**src/rtl/reg_write_demux_16_if.sv**
```systemverilog
// Write-back request channel for the register file.
// Carries rd/data with a valid/ready handshake.
interface reg_write_demux_16_if #(
  parameter int WIDTH = 16
);
  logic             wr_valid;
  logic             wr_ready;
  logic [3:0]       wr_rd;
  logic [WIDTH-1:0] wr_data;

  modport master (
    output wr_valid,
    output wr_rd,
    output wr_data,
    input  wr_ready
  );

  modport slave (
    input  wr_valid,
    input  wr_rd,
    input  wr_data,
    output wr_ready
  );
endinterface

```
**src/rtl/reg_write_demux_16.sv**
```systemverilog
// Write side of the 16-entry register file: FIFO, rd decode, x0..x15.
// Optional X0_ZERO_EN: x0 hardwired to zero, rd=0 commits are dropped.
module reg_write_demux_16 #(
  parameter int WIDTH = 16,
  parameter int DEPTH = 2
) (
  input  logic                 clk,
  input  logic                 rst,
  reg_write_demux_16_if.slave  wr,
  input  logic                 rf_hold,
  output logic [15:0]          wr_en_1hot,
  output logic [15:0]          pend_mask,
  output logic [16*WIDTH-1:0]  regs_flat,
  output logic [2:0]           fifo_count
);

  localparam int AW = (DEPTH > 1) ? $clog2(DEPTH) : 1;

  logic [3:0]       r_rd   [DEPTH];
  logic [WIDTH-1:0] r_data [DEPTH];
  logic [DEPTH-1:0] r_vld;
  logic [AW-1:0]    r_head;
  logic [AW-1:0]    r_tail;
  logic [2:0]       r_count;
  logic [WIDTH-1:0] r_x    [16];
  logic [15:0]      r_en;

  logic             w_push;
  logic             w_pop;
  logic [3:0]       w_head_rd;
  logic [WIDTH-1:0] w_head_data;
  logic             w_wr_x;

  function automatic logic [AW-1:0] f_inc(input logic [AW-1:0] p);
    return (p == AW'(DEPTH - 1)) ? '0 : p + 1'b1;
  endfunction

  assign wr.wr_ready = (r_count < 3'(DEPTH));
  assign w_push      = wr.wr_valid & wr.wr_ready;
  assign w_pop       = !rf_hold && (r_count != 3'd0);
  assign w_head_rd   = r_rd[r_head];
  assign w_head_data = r_data[r_head];
  assign fifo_count  = r_count;
  assign wr_en_1hot  = r_en;

`ifdef X0_ZERO_EN
  assign w_wr_x = (w_head_rd != 4'd0);
`else
  assign w_wr_x = 1'b1;
`endif

  // FIFO storage, pointers and occupancy
  always_ff @(posedge clk or posedge rst) begin
    if (rst) begin
      for (int i = 0; i < DEPTH; i++) begin
        r_rd[i]   <= '0;
        r_data[i] <= '0;
      end
      r_vld   <= '0;
      r_head  <= '0;
      r_tail  <= '0;
      r_count <= '0;
    end else begin
      if (w_pop) begin
        r_vld[r_head] <= 1'b0;
        r_head        <= f_inc(r_head);
      end
      if (w_push) begin
        r_rd[r_tail]   <= wr.wr_rd;
        r_data[r_tail] <= wr.wr_data;
        r_vld[r_tail]  <= 1'b1;
        r_tail         <= f_inc(r_tail);
      end
      unique case ({w_push, w_pop})
        2'b10:   r_count <= r_count + 3'd1;
        2'b01:   r_count <= r_count - 3'd1;
        default: r_count <= r_count;
      endcase
    end
  end

  // Commit the head entry into the register file
  always_ff @(posedge clk or posedge rst) begin
    if (rst) begin
      for (int i = 0; i < 16; i++) r_x[i] <= '0;
      r_en <= '0;
    end else if (w_pop) begin
      if (w_wr_x) begin
        r_x[w_head_rd] <= w_head_data;
        r_en           <= 16'h1 << w_head_rd;
      end else begin
        r_en <= '0;
      end
    end else begin
      r_en <= '0;
    end
  end

  // Pending mask: OR-decode of rd over all live entries
  always_comb begin
    pend_mask = '0;
    for (int i = 0; i < DEPTH; i++)
      if (r_vld[i]) pend_mask[r_rd[i]] = 1'b1;
  end

  for (genvar g = 0; g < 16; g++) begin : g_flat
`ifdef X0_ZERO_EN
    if (g == 0) begin : g_zero
      assign regs_flat[g*WIDTH +: WIDTH] = '0;
    end else begin : g_reg
      assign regs_flat[g*WIDTH +: WIDTH] = r_x[g];
    end
`else
    assign regs_flat[g*WIDTH +: WIDTH] = r_x[g];
`endif
  end

endmodule

```
**src/flat_wrapper.sv**
```systemverilog
// flat-port wrapper written by rule: the top's interface ports become plain ports
module reg_write_demux_16_flat 
#(
  parameter int WIDTH = 16,
  parameter int DEPTH = 2
)
  (clk, rst, rf_hold, wr_en_1hot, pend_mask, regs_flat, fifo_count, wr_wr_valid, wr_wr_rd, wr_wr_data, wr_wr_ready);
  reg_write_demux_16_if #(.WIDTH(WIDTH)) wr_i ();
  input  logic clk;
  input  logic rst;
  input  logic rf_hold;
  output logic [15:0] wr_en_1hot;
  output logic [15:0] pend_mask;
  output logic [16*WIDTH-1:0] regs_flat;
  output logic [2:0] fifo_count;
  input wire logic [$bits(wr_i.wr_valid)-1:0] wr_wr_valid;
  input wire logic [$bits(wr_i.wr_rd)-1:0] wr_wr_rd;
  input wire logic [$bits(wr_i.wr_data)-1:0] wr_wr_data;
  output wire logic [$bits(wr_i.wr_ready)-1:0] wr_wr_ready;
  assign wr_i.wr_valid = wr_wr_valid;
  assign wr_i.wr_rd = wr_wr_rd;
  assign wr_i.wr_data = wr_wr_data;
  assign wr_wr_ready = wr_i.wr_ready;
  reg_write_demux_16 #(.WIDTH(WIDTH), .DEPTH(DEPTH)) u_core (.clk(clk), .rst(rst), .wr(wr_i), .rf_hold(rf_hold), .wr_en_1hot(wr_en_1hot), .pend_mask(pend_mask), .regs_flat(regs_flat), .fifo_count(fifo_count));
endmodule
```
**config.mk**
```make
export PLATFORM = sky130hd
export DESIGN_NAME = reg_write_demux_16_flat
export DESIGN_NICKNAME = d
export VERILOG_FILES = /design/src/rtl/reg_write_demux_16_if.sv /design/src/rtl/reg_write_demux_16.sv /design/src/flat_wrapper.sv
export SDC_FILE = /design/constraint.sdc
export NUM_CORES = 1
export LEC_CHECK = 0
export ABC_CLOCK_PERIOD_IN_PS = 16200
export BUFFER_PORTS_ARGS = -buffer_cell sky130_fd_sc_hd__buf_4
export CAP_MARGIN = 20
export CORE_MARGIN = 2
export CORE_UTILIZATION = 25
export DETAILED_ROUTE_END_ITERATION = 7
export SLEW_MARGIN = 20
export SYNTH_ARGS = -nofsm -noshare
export SYNTH_HDL_FRONTEND = slang
export SYNTH_SLANG_ARGS = --single-unit
```
**constraint.sdc**
```tcl
create_clock -name clk -period 16.2 [get_ports clk]
set_input_delay 0 -clock clk [delete_from_list [all_inputs] [get_ports clk]]
set_output_delay 0 -clock clk [all_outputs]
set_load 0.02 [all_outputs]
```
==> impl_metrics.ini, run 1 <==
[sta]
rsz0062_at_grt = no
worst-slew-pin-transition_ns = 0.947
fmax_ghz = 0.378
final.setup.tns_ns = 0
finalCritPeriodShare_pct = 16.4
slew_violations = 0
finClkSkew_ns = 0.0199
setup_violations = 0
maxSlewHeadroom_pct = 36.8
min_period_ns = 2.65
hold_viol = 0

[global_routing]
grt_use_total_pct = 14.3
grt_pass1_vias = 8530
antenna_found_initial = 0
grt_max_degree = 119
overflow = 0
grt_pass1_wl_mm = 56.1

[synthesis]
synth_cell_types = 41
syn_area_sq_um = 12600
synth_commonest_cells = 319 x dfrtp_1, 268 x mux2_2, 27 x mux2_4
async_reset_ff_share_pct = 100
ys.flop_type = dfrtp_1
synth_area_per_cell_sq_um = 16.1
syn_nets = 806
yosys_warnings = 0
ys_ff_latch = 319
synth-seq-area-share_pct = 63.6
syn-instance-count = 780
synth_edf_count = 0
synth_top_area_share_pct = 63.6
synth_area_leader_cell = dfrtp_1
ys_top_cells_by_area = dfrtp_1 64%, mux2_2 24%, mux2_4 3.2%
yosysMostFrequentCell = dfrtp_1

[routing]
avgRoutedWirePerCell_um = 20.3
drc = 0
vias_per_cell = 4.27
drt_first_iter_violations = 313
route.vias.total = 7801
firstDrtPassIters = 4
routed_wl_mm = 37.0
ant_nets = 0

[critical_path]
setup.worst_path.start_class = flop
critPathMaxFanout = 31
required_ns = 16.62
cp.arrival_ns = 3.07
path_class = reg -> reg
endpoint_kind = flop

[final_layout]
syn2layout_area_growth_pct = 35.4
fin_nets = 1148
utilization_pct = 34.1
layout-drive-gt1-share_pct = 60.9
final_cells = 1826
fin_area_sq_um = 17000

[flow_run]
cap_viol_max_count = 0

[power]
power_density_nw_per_um2 = 228
ir_drop_mv = 0.105
power.leakage_nw = 8.47

[cts]
clock_latency_ns = 0.55
postCtsSetupRepairBufs = 0
clkSinkCount = 319
clk_pin_slew_ns = 0.06
cts-htree-levels = 2
cts.root.buffer_cell = clkbuf_16
cts.repair.resized = 0
cts_buffers = 38
clockBufferDepth = 3
tritoncts = yes

[floorplanning]
dieArea_sq_um = 52100
core_area_sq_um = 49900
rows = 82
boundaryPins = 316
start_util_pct = 25.2
die_x_um = 228
fp.dieH_um = 228

[min_path]
hp-class = in -> async

[place]
dpl_cell_area_sq_um = 15600
port-buffer-count = 315
place_hpwl_mm = 25.2
dp.cells = 1731
gp_congestion = 0.791

[status]
status = complete, no violations
==> cells by family after synthesis <==
family / after synthesis / synth area share, %
adder cells (fa/ha/maj): 2 / 0.259
buffers and inverters: 61 / 2.39
multiplexers: 312 / 28.8
AO/OA/AOI/OAI: 29 / 1.93
XOR/XNOR: 4 / 0.279
AND/OR/NAND/NOR: 53 / 2.81
flip-flops: 319 / 63.6
==> timing repair <==
item,in CTS,in global routing
hold buffers,23,0
endpoints found under the hold margin,159,0
setup endpoints to repair,0,0
==> area by class of cell <==
cell class	instances	area (sq um)
Clock inverter	15	135
Antenna cell	2	5.00
Tap cell	672	841
Multi-Input combinational cell	400	4280
Sequential cell	319	7980
Inverter	19	78.8
Clock buffer	55	1040
Fill cell	4997	32900
Timing Repair Buffer	344	2640
==> power breakdown <==
group | internal [W] | switching, W | leakage (nW)
registers | 0.00113 | 0.000199 | 4.10
logic | 0.000746 | 0.000985 | 3.79
clock network | 0.000469 | 0.000342 | 0.573
total | 0.00235 | 0.00153 | 8.47
==> per-stage QoR <==
step	setup slack, ns	power [W]	hold slack (ns)
after detailed placement	13.30	0.00311	0.230
after global placement	13.40	0.00307	0.219
after floorplan	7.37	0.00231	0.117
final	13.55	0.00387	0.175
after CTS	13.30	0.00395	0.197
after global routing	13.41	0.00410	0.227
==> flip-flops by register name (all words and copies together) (netlist names) <==
register,flops
u_core.fifo_count,3
u_core.r_data,32
u_core.wr_en_1hot,16
u_core.regs_flat,256
u_core.r_head,1
u_core.r_vld,2
u_core.r_rd,8
u_core.r_tail,1
==> cells in the final DEF (no fill, tap or decap), types with 2 or more instances in the layout <==
master	count
buf_4	321
dfrtp_1	319
mux2_2	268
clkbuf_16	38
mux2_4	27
dlygate4sd3_1	23
inv_1	18
mux2_1	17
o22ai_1	16
clkbuf_1	14
nand2_1	9
nand3_2	9
nand3_1	6
clkinv_2	6
nand2b_1	5
nand3b_1	3
nand2_2	3
o22ai_2	3
nand2_4	3
nor2_1	3
xnor2_1	3
clkbuf_8	3
clkinv_4	3
diode_2	2
nor2_2	2
or2_2	2
a21o_1	2
o21ai_0	2
inv_6	2
clkinvlp_4	2
==> path summary, 6_finish.rpt <==
kind,start,endpoint,slack (ns),cells after the start
setup / recovery,u_core.r_head,u_core.regs_flat[11],13.55,5
hold / removal,rst,u_core.regs_flat[67],0.17,3
setup reg to reg,u_core.r_head,u_core.regs_flat[11],13.55,5
hold reg to reg,u_core.regs_flat[244],u_core.regs_flat[244],0.49,1
max in group asynchronous,rst,u_core.r_head,14.48,4
min in group clk,wr_wr_data[8],u_core.r_data[24],0.25,3
==> worst max-delay path, cell delays in order (launching register included) <==
cell and delay (ns):
dfrtp_1 0.32, buf_4 0.35, or3b_1 0.41, a211oi_2 0.38
a21boi_4 0.66, mux2_2 0.41
==> layer usage <==
metal  up-vias  GRT usage, %  share of wire [%]
li1       3453             -                  -
met1      4041          18.0                 43
met2       248          23.2                 47
met3        59          4.44                7.2
met4         0          5.04                2.7
met5         -             0                  0
Power figures use the tool's default switching activity.
==> run 2: changes to the inputs <==
--- a/config.mk
+++ b/config.mk
@@ -5,7 +5,7 @@
 export SDC_FILE = /design/constraint.sdc
 export NUM_CORES = 1
 export LEC_CHECK = 0
-export ABC_CLOCK_PERIOD_IN_PS = 16200
+export ABC_CLOCK_PERIOD_IN_PS = 2700
 export BUFFER_PORTS_ARGS = -buffer_cell sky130_fd_sc_hd__buf_4
 export CAP_MARGIN = 20
 export CORE_MARGIN = 2
==> constraint.sdc (replaced) <==
create_clock -name clk -period 2.7 [get_ports clk]
set_input_delay 0 -clock clk [delete_from_list [all_inputs] [get_ports clk]]
set_output_delay 0 -clock clk [all_outputs]
set_load 0.02 [all_outputs]
==> run 2 against run 1 <==
  * Routed wire length is 0.74% higher
  * Flip-flop and latch count stayed put
  * Largest power group unchanged
  * Largest cell class unchanged
  * Clock skew is 0.0032 ns higher
  * First-iteration DRC count is 12% lower
  * Highest routed layer unchanged
  * Count of clock-buffer cells in the layout is 4 lower
  * Via count is 0.27% higher
  * Combinational power grew to 6.0 times the previous value
==> impl_metrics.ini, run 2 (synthesis results as in run 1) <==
[status]
status = complete, no violations

[sta]
finalCritPeriodShare_pct = 89.3
worst-slew-pin-transition_ns = 0.692
slew_violations = 0
rsz0062_at_grt = no
fmax_ghz = 0.415
maxSlewHeadroom_pct = 53.8
finClkSkew_ns = 0.0231
setup_violations = 0
hold_viol = 0
min_period_ns = 2.41

[critical_path]
critPathMaxFanout = 17
crit_slowest_cell = dfrtp_1
crit_family = simple AND/OR/NAND/NOR gates
slowest_delay_ns = 0.61
worst-path-buf-inv = 0
cp.arrival_ns = 2.83
endpoint_kind = flop
setup.worst_path.start_class = flop
path_class = reg -> reg
required_ns = 3.12
worstPathCellList = or3b_4 -> a211oi_4 -> nand2_4 -> mux2_4

[floorplanning]
start_util_pct = 25.2
core_area_sq_um = 49900
die_x_um = 228
dieArea_sq_um = 52100
boundaryPins = 316
fp.dieH_um = 228
rows = 82

[final_layout]
layout-drive-gt1-share_pct = 61.9
fin_nets = 1164
final_common_cell = buf_4
syn2layout_area_growth_pct = 37.3
antenna_cells = 0
largest_register_ff_count = 256
nFillCells = 4892
ff_latch_area_sq_um = 7980
multi_input_area_sq_um = 4290
final_cells = 1836
mostFrequentLayoutCells = 332 x buf_4, 319 x dfrtp_1, 268 x mux2_2, 38 x clkbuf_16, 27 x mux2_4

[power]
power_density_nw_per_um2 = 1360
p_total_w = 0.0235
ir_drop_mv = 0.765
power.leakage_nw = 8.59

[global_routing]
grt_pass1_vias = 8421
grt_max_degree = 114
overflow = 0
antenna_found_initial = 0
grt_use_total_pct = 14.3
grt_pass1_wl_mm = 56.0

[cts]
cts_buffers = 38
clk_pin_slew_ns = 0.06
tritoncts = yes
cts.root.buffer_cell = clkbuf_16
postCtsSetupRepairBufs = 0
clockBufferDepth = 3
clkSinkCount = 319
clock_latency_ns = 0.54
cts-htree-levels = 2

[place]
place_hpwl_mm = 25.3
dp.cells = 1747
port-buffer-count = 315
gp_congestion = 0.787

[routing]
ant_nets = 0
avgRoutedWirePerCell_um = 20.3
drt_first_iter_violations = 274
drt-met1-wl_mm = 16.6
routed_wl_mm = 37.3
met3WireLength_mm = 2.52
drc = 0
highest_layer = met4
route.vias.total = 7822
vias_per_cell = 4.26
route.met2.wl_mm = 17.5
firstDrtPassIters = 4

[min_path]
hp-class = in -> async

[flow_run]
cap_viol_max_count = 0
-- run 2: changes by cell type in the layout (fill, tap and decap cells not counted) --
cell	previous run	this run
buf_4	321	332
clkbuf_1	14	7
buf_12	0	5
clkbuf_8	3	6
clkinv_4	3	0
bufinv_16	1	3
diode_2	2	0
inv_6	2	4
inv_8	1	0
nand3_2	9	8
nand3_4	0	1
-- run 2: worst paths after layout --
kind | start | endpoint | cells past startpoint | slack [ns]
setup / recovery | u_core.r_head | u_core.regs_flat[136] | 4 | 0.29
hold / removal | rst | u_core.regs_flat[133] | 3 | 0.07
setup reg to reg | u_core.r_head | u_core.regs_flat[136] | 4 | 0.29
hold reg to reg | u_core.regs_flat[0] | u_core.regs_flat[0] | 1 | 0.49
max in group asynchronous | rst | u_core.r_data[13] | 4 | 1.59
min in group clk | wr_wr_rd[1] | u_core.r_rd[1] | 4 | 0.24
-- run 2: stage by stage --
stage | setup TNS (ns) | hold slack, ns | area [sq um] | utilization (%) | setup slack, ns
CTS | 0 | 0.0486 | 17200 | 34.6 | 0.111
global route | 0 | 0.0883 | 17300 | 34.6 | 0.226
finish | 0 | 0.0743 | 17300 | 34.6 | 0.289
detailed placement | -1.40 | 0.0939 | 15800 | 31.6 | -0.101
global placement | -0.0101 | 0.0929 | 15800 | 31.6 | -0.00175
floorplan | -495.35 | 0.117 | 12600 | - | -1.55
-- run 2: repair_timing --
| item | CTS | global route |
|---|---|---|
| resized for setup | 1 | 0 |
| hold endpoints to repair | 118 | 0 |
| hold buffers | 23 | 0 |
| endpoints found under the setup margin | 16 | 0 |
-- run 2: power breakdown --
part	internal [W]	switching, W	leakage, nW	total [W]
Clock	0.00305	0.00200	0.611	0.00506
Combinational	0.00453	0.00589	3.89	0.0104
Sequential	0.00679	0.00124	4.10	0.00803
Total	0.0144	0.00913	8.59	0.0235
-- run 2: worst reg2reg max path, stage by stage, from the launching register on --
cell and delay [ns]:
dfrtp_1 0.61, or3b_4 0.48, a211oi_4 0.45, nand2_4 0.35, mux2_4 0.43
-- run 2: final cells by class --
cell class / instances / area share (%)
flip-flops and latches: 319 / 46.3
multi-input cells: 400 / 24.9
repair buffers: 360 / 16.4
clock buffers: 51 / 6.14
well taps: 672 / 4.87
clock inverters: 15 / 1.04
inverters: 19 / 0.435
-- run 2: routing by layer --
metal  GRT usage, %  vias up
li1               -     3495
met3           4.31       38
met5              0        -
met1           18.7     4047
met2           23.0      242
met4           3.68        0
==> run 3: changes to the inputs <==
==> constraint.sdc (replaced) <==
create_clock -name clk -period 2.7 [get_ports clk]
set_input_delay 0 -clock clk [delete_from_list [all_inputs] [get_ports clk]]
set_output_delay 0 -clock clk [all_outputs]
set_load 0.05 [all_outputs]
==> run 3 against run 2 <==
  * Final cell count unchanged
  * Count of clock-buffer cells in the layout up 2
  * Clock skew decreased by 0.00092 ns
  * Register-to-register slack better by 0.04 ns
  * Via count up 1.5%
  * Global-route usage up 0.30 points
  * Non-clock buffer count increased by 1
  * Critical path type unchanged
==> impl_metrics.ini, run 3 (synthesis results as in run 1) <==
[status]
status = complete, no violations

[final_layout]
ff_latch_area_sq_um = 7980
nFillCells = 4948
multi_input_area_sq_um = 4280
final_common_cell = buf_4
syn2layout_area_growth_pct = 36.6
fin_area_sq_um = 17200
mostFrequentLayoutCells = 336 x buf_4, 319 x dfrtp_1, 268 x mux2_2, 37 x clkbuf_16, 27 x mux2_4
largest_register_ff_count = 256
fin_nets = 1163
layout-drive-gt1-share_pct = 61.6

[critical_path]
required_ns = 3.11
endpoint_kind = flop
rr_worst_depth = 4
setup.worst_path.start_class = flop
r2r-end = u_core.regs_flat[129]
cp.arrival_ns = 2.78
path_class = reg -> reg
setup.reg_to_reg.worst_slack_ns = 0.33
worstReg2RegStart = u_core.r_head
critPathMaxFanout = 17

[cts]
clk_pin_slew_ns = 0.06
postCtsSetupRepairBufs = 0
clock_latency_ns = 0.54
tritoncts = yes
clockBufferDepth = 3
clkSinkCount = 319
cts.repair.resized = 0
cts.root.buffer_cell = clkbuf_16
cts_buffers = 36
cts-htree-levels = 2

[floorplanning]
rows = 82
die_x_um = 228
start_util_pct = 25.2
core_area_sq_um = 49900
boundaryPins = 316
dieArea_sq_um = 52100
fp.dieH_um = 228

[sta]
finalCritPeriodShare_pct = 87.7
fmax_ghz = 0.422
worst-slew-pin-transition_ns = 0.715
slew_violations = 0
hold_viol = 0
finClkSkew_ns = 0.0222
rsz0062_at_grt = no
min_period_ns = 2.37
maxSlewHeadroom_pct = 52.3
setup_violations = 0

[flow_run]
cap_viol_max_count = 0

[routing]
drt_first_iter_violations = 313
routed_wl_mm = 38.1
route.vias.total = 7940
firstDrtPassIters = 4
vias_per_cell = 4.32
drc = 0
ant_nets = 0
avgRoutedWirePerCell_um = 20.8

[global_routing]
overflow = 0
grt_pass1_vias = 8553
grt_max_degree = 95
grt_use_total_pct = 14.6
antenna_found_initial = 0
grt_pass1_wl_mm = 56.8

[place]
dpl_cell_area_sq_um = 15700
place_hpwl_mm = 26.3
gp_congestion = 0.825
port-buffer-count = 315

[min_path]
hp-class = in -> async
run 3: cell types whose count changed in the layout (fill, tap and decap cells not counted), sizes merged:
cell      before  now
diode          0    1
clkinv         7    4
buf          337  338
clkinvlp       2    3
inv           22   20
clkbuf        51   53
run 3: how the worst max path moves through the flow:
stage	start	end	slack [ns]
floorplan	rst	u_core.fifo_count[0]	-1.55
global placement	u_core.r_head	u_core.regs_flat[134]	0.39
detailed placement	u_core.r_head	u_core.regs_flat[135]	0.35
CTS	u_core.r_head	u_core.regs_flat[129]	0.34
global route	u_core.r_head	u_core.regs_flat[185]	0.18
finish	u_core.r_head	u_core.regs_flat[129]	0.33
run 3: per-stage QoR:
| step | util (%) | instances | hold WS, ns | worst slack [ns] | setup TNS, ns |
|---|---|---|---|---|---|
| 5_1_grt | 34.4 | 1835 | 0.164 | 0.181 | 0 |
| 3_3_place_gp | 31.6 | 1748 | 0.154 | 0.388 | 0 |
| 6_report | 34.4 | 1836 | 0.134 | 0.333 | 0 |
| 3_5_place_dp | 31.6 | 1748 | 0.151 | 0.350 | 0 |
| 2_1_floorplan | - | 780 | 0.117 | -1.55 | -495.35 |
| 4_1_cts | 34.4 | 1835 | 0.123 | 0.335 | 0 |
run 3: repair_timing:
action,CTS,global route
endpoints found under the setup margin,0,0
hold endpoints to repair,62,0
hold buffers,23,0
run 3: critical path: stages (launching register included):
cell and delay, ns:
dfrtp_1 0.59, or3b_4 0.47, a211oi_4 0.42, nand2_4 0.33, mux2_4 0.40
run 3: layout make-up:
cell class                      instances  area share [%]
Sequential cell                       319            46.5
Multi-Input combinational cell        400            25.0
Timing Repair Buffer                  361            16.3
Clock buffer                           53            6.04
Tap cell                              672            4.90
Clock inverter                         11           0.831
Inverter                               19           0.438
Antenna cell                            1          0.0146
run 3: metal layers:
metal	global-route usage (%)	vias to the layer above	share of wire (%)
met5	0	-	0
met4	4.66	0	2.6
met3	4.30	54	6.6
met2	24.0	255	48
met1	18.3	4153	43
li1	-	3478	-
Power of run 3 is not shown: default switching activity piles up to over one toggle a cycle in this logic, so the estimate is an artifact.
